--- src/rtl/piso_shift_register.sv ---
// piso_shift_register
//   Parallel-in, serial-out shift register with a valid/ready load handshake.
//   A WIDTH-bit word is accepted when load_valid && load_ready, then sent one
//   bit per clock on serial_out. A new word may be accepted during the last
//   bit cycle of the current word, so words stream back-to-back with no gap.
//
// Parameters:
//   WIDTH      word length in bits (>= 2)
//   MSB_FIRST  1: bit WIDTH-1 is sent first; 0: bit 0 is sent first
//
// Ports:
//   clk           clock, rising edge
//   rst_n         synchronous active-low reset
//   load_valid    parallel_in holds a word to send
//   load_ready    a word can be accepted this cycle (combinational)
//   parallel_in   word to serialize, sampled only on an accept edge
//   serial_out    current serial bit
//   serial_valid  serial_out carries a valid data bit
//   last_bit      high during the final bit of a word
module piso_shift_register #(
  parameter int WIDTH     = 8,
  parameter bit MSB_FIRST = 1'b1
) (
  input  logic             clk,
  input  logic             rst_n,
  input  logic             load_valid,
  output logic             load_ready,
  input  logic [WIDTH-1:0] parallel_in,
  output logic             serial_out,
  output logic             serial_valid,
  output logic             last_bit
);

  localparam int CW = $clog2(WIDTH);

  typedef enum logic {
    IDLE  = 1'b0,
    SHIFT = 1'b1
  } state_t;

  state_t           state, state_next;
  logic [WIDTH-1:0] shreg, shreg_next;
  logic [CW-1:0]    count, count_next;
  logic [WIDTH-1:0] shifted;
  logic             head_bit;
  logic             accept;

  // Bit order only changes which end of the register is the output end and
  // which way the register moves; zeros are shifted in behind the data.
  generate
    if (MSB_FIRST) begin : g_msb
      assign shifted  = {shreg[WIDTH-2:0], 1'b0};
      assign head_bit = shreg[WIDTH-1];
    end else begin : g_lsb
      assign shifted  = {1'b0, shreg[WIDTH-1:1]};
      assign head_bit = shreg[0];
    end
  endgenerate

  assign accept = load_valid && load_ready;

  always_comb begin
    state_next = state;
    shreg_next = shreg;
    count_next = count;
    load_ready = rst_n && ((state == IDLE) || (state == SHIFT && count == '0));

    case (state)
      IDLE: begin
        if (accept) begin
          state_next = SHIFT;
          shreg_next = parallel_in;
          count_next = CW'(WIDTH - 1);
        end
      end
      SHIFT: begin
        if (count != '0) begin
          shreg_next = shifted;
          count_next = count - CW'(1);
        end else if (accept) begin
          // Reload in the last bit cycle: the next word starts with no gap.
          shreg_next = parallel_in;
          count_next = CW'(WIDTH - 1);
        end else begin
          state_next = IDLE;
          shreg_next = '0;
        end
      end
      default: begin
        state_next = IDLE;
        shreg_next = '0;
        count_next = '0;
      end
    endcase
  end

  always_ff @(posedge clk) begin
    if (!rst_n) begin
      state <= IDLE;
      shreg <= '0;
      count <= '0;
    end else begin
      state <= state_next;
      shreg <= shreg_next;
      count <= count_next;
    end
  end

  // Outputs are decoded from registered state only, so they are glitch-free
  // with respect to the load inputs.
  assign serial_valid = (state == SHIFT);
  assign serial_out   = (state == SHIFT) && head_bit;
  assign last_bit     = (state == SHIFT) && (count == '0);

endmodule

--- config.mk ---
export PLATFORM = sky130hd
export DESIGN_NAME = piso_shift_register
export DESIGN_NICKNAME = d
export VERILOG_FILES = /design/src/rtl/piso_shift_register.sv
export SDC_FILE = /design/constraint.sdc
export NUM_CORES = 1
export LEC_CHECK = 0
export ABC_AREA = 0
export CORE_MARGIN = 8
export CORE_UTILIZATION = 45
export DETAILED_ROUTE_END_ITERATION = 10
export PLACE_DENSITY = 0.72
export SETUP_SLACK_MARGIN = 0.15
export SYNTH_ARGS = -nofsm -noshare
export SYNTH_HDL_FRONTEND = slang
export SYNTH_SLANG_ARGS = --single-unit
--- constraint.sdc ---
create_clock -name clk -period 2.4 [get_ports clk]
set_clock_uncertainty 0.2 [all_clocks]
set_input_delay 0.48 -clock clk [delete_from_list [all_inputs] [get_ports clk]]
set_output_delay 0.48 -clock clk [all_outputs]
set_load 0.01 [all_outputs]
==> impl_metrics.sql <==
INSERT INTO impl_metrics (metric_group, metric, value, unit) VALUES
('critical_path', 'timing.setup.critical_path_class', 'register to output port', ''),
('route', 'remaining_drc_errors', '0', ''),
('timing', 'worst_slew_pin_slew', '623', 'ps'),
('critical_path', 'worst_path_cell_trace', 'and2_1 -> clkdlybuf4s50_1', ''),
('final_layout', 'final.fill_count', '149', ''),
('placement', 'dp.final_hpwl', '964', 'µm'),
('final_layout', 'most_common_cell_after_layout_fill_and_taps_aside', 'clkdlybuf4s50_1', ''),
('timing', 'grt_setup_unrepaired', 'no', ''),
('timing', 'final-hold-violation-count', '0', ''),
('final_layout', 'antenna_cells', '0', ''),
('final_layout', 'final_cell_mix', 'clkdlybuf4s50_1, a21oi_1, dfxtp_1, nand2_1, o311a_1', ''),
('pwr', 'power_per_standard_cell_area', '571', 'mW/mm²'),
('timing', 'achievable-frequency', '458', 'MHz'),
('critical_path', 'r2r_slack', '700', 'ps'),
('timing', 'worst_slack', '217', 'ps'),
('placement', 'dp_cells', '107', ''),
('pwr', 'p_total', '479', 'µW'),
('logic_synthesis', 'synth.yosys.seq_area_share', '35.3', '%'),
('logic_synthesis', 'synth_area', '681', 'µm²'),
('critical_path', 'startpoint', 'serial_valid', ''),
('final_layout', 'finish.net_count', '110', ''),
('critical_path', 'worst_r2r_path_depth', '6', ''),
('grt', 'grt_max_degree', '21', ''),
('critical_path', 'critPathMaxStageDelay', '550', 'ps'),
('critical_path', 'r2r-start', 'count[0]', ''),
('clock_network', 'clock-sinks', '12', ''),
('critical_path', 'end_point_of_the_critical_path', 'serial_out', ''),
('floorplanning', 'floorplan.io_pins', '15', ''),
('min_path', 'worst_hold_path_type', 'register to register', ''),
('clock_network', 'clkTransAtPathRegs', '80', 'ps'),
('clock_network', 'cts_tree', 'yes', ''),
('job', 'drv_cap', '0', ''),
('floorplanning', 'design.die.area', '0.00301', 'mm²'),
('clock_network', 'cts_hold_repair.buffers', '0', ''),
('min_path', 'launch_point_of_the_worst_hold_path', 'count[0]', ''),
('logic_synthesis', 'yosysTopAreaCellShare', '35.3', '%'),
('grt', 'grt_use_total', '10.8', '%'),
('timing', 'finalMaxSlewViolations', '0', ''),
('final_layout', 'fin_cells', '111', ''),
('pwr', 'power.static_leakage', '0.396', 'nW'),
('critical_path', 'critical_path.startpoint_type', 'register', ''),
('critical_path', 'worst-endpoint-required', '1720', 'ps'),
('critical_path', 'critical_path.max_fanout', '17', ''),
('pwr', 'worst_case_vdd_ir_drop', '0.307', 'mV'),
('logic_synthesis', 'synth_cell_type_count', '24', ''),
('grt', 'globalRouteOverflowTotal', '0', ''),
('final_layout', 'finish.utilization', '57.7', '%'),
('outcome', 'run_status', 'finished, final reports clean', ''),
('final_layout', 'layout-area-overhead-vs-synth', '23.3', '%'),
('timing', 'fin_crit', '2180', 'ps'),
('logic_synthesis', 'post_synth_inst_count', '81', ''),
('floorplanning', 'row_count', '14', ''),
('critical_path', 'critical_path.slowest_cell', 'clkdlybuf4s50_1', ''),
('clock_network', 'cts_bufs_inserted', '3', ''),
('timing', 'worst_slew_margin_rel', '58.4', '%'),
('route', 'routed_via_density', '5.67', ''),
('timing', 'fin_crit_sh', '91.0', '%'),
('logic_synthesis', 'post_synth_main_area_contributors', 'dfxtp_1, o311a_1, a21oi_1', ''),
('logic_synthesis', 'post_synth_top_area_cell', 'dfxtp_1', ''),
('critical_path', 'worst_ep_arrival_time', '1500', 'ps'),
('floorplanning', 'core', '0.00145', 'mm²'),
('timing', 'setup_total_neg_slack', '0', 'ps'),
('clock_network', 'worstSkewPairLatency', '270', 'ps'),
('logic_synthesis', 'ys_ff_latch', '12', ''),
('final_layout', 'drive_above_1_share', '12.6', '%'),
('floorplanning', 'floorplan.initialDensity', '46.8', '%'),
('logic_synthesis', 'ys.warnings.count', '0', ''),
('clock_network', 'clock_tree.buffer_depth', '2', ''),
('grt', 'grt_antenna_before_repair', '0', ''),
('route', 'drt-pass1-iter-count', '4', ''),
('timing', 'finalSetupViolations', '0', '');
[routing by layer]
metal	track usage, %	routed length (µm)	up-vias
met1	12.7	700	290
met2	16.8	675	11
li1	-	-	324
met4	8.40	32	0
met5	0	0	-
met3	2.41	49	4
[Yosys cell counts, drive strengths merged]
cell type,count
or3,7
inv,4
a21oi,10
o211a,1
o21a,2
and3,7
ha,2
buf,4
nand3,1
and2,2
nor3b,1
o311a,8
dfxtp,12
clkbuf,4
nor2,3
a211oi,2
o21ai,1
nand2,8
nor3,1
nand2b,1
[metrics by stage]
step           cell area, µm²  hold WS, ps
2_1_floorplan             681          234
3_3_place_gp              811          264
3_5_place_dp              811          259
4_1_cts                   832          274
5_1_grt                   840          253
6_report                  840          233
[report_power, final]
group	total, mW	switching [mW]	internal (mW)
registers	0.233	0.0139	0.219
clock network	0.124	0.0664	0.0581
logic	0.122	0.0569	0.0647
[how the worst min path moves through the flow]
stage	to	slack [ps]	depth (start not counted)
finish	count[0]	230	1
global route	count[0]	250	1
CTS	count[0]	270	1
detailed placement	count[0]	260	1
global placement	count[0]	260	1
floorplan	count[0]	230	1
[critical path, delay by kind of cell (launching register included)]
family | cells | cell delay (ps)
flip-flops | 1 | 500
buffers and inverters | 1 | 550
AND/OR/NAND/NOR | 1 | 180
[state kept, by name, indices dropped and copies added (netlist names)]
name / cells
shreg: 8
count: 3
serial_valid: 1
[what timing repair did]
| action | in CTS | in global routing |
|---|---|---|
| endpoints found under the hold margin | 0 | 0 |
| resized for setup | 3 | 4 |
| setup buffers | 0 | 1 |
| endpoints found under the setup margin | 3 | 1 |
[layout make-up]
cell class,instances,area (µm²),share of cell area [%]
Timing Repair Buffer,19,171,20.4
Multi-Input combinational cell,57,368,43.8
Inverter,4,15.0,1.79
Tap cell,16,20.0,2.38
Clock buffer,3,22.5,2.68
Sequential cell,12,243,28.9
[cells by family (layout without fill, tap and decap cells)]
group                    Yosys count  count (layout)  share of synthesized area, %
AND/OR/NAND/NOR                   31              31                          24.3
AO/OA/AOI/OAI                     24              24                          25.7
flip-flops                        12              12                          35.3
buffers and inverters             12              26                          11.0
adder cells (fa/ha/maj)            2               2                          3.68
Note: power is estimated with default switching activity, not from simulation.
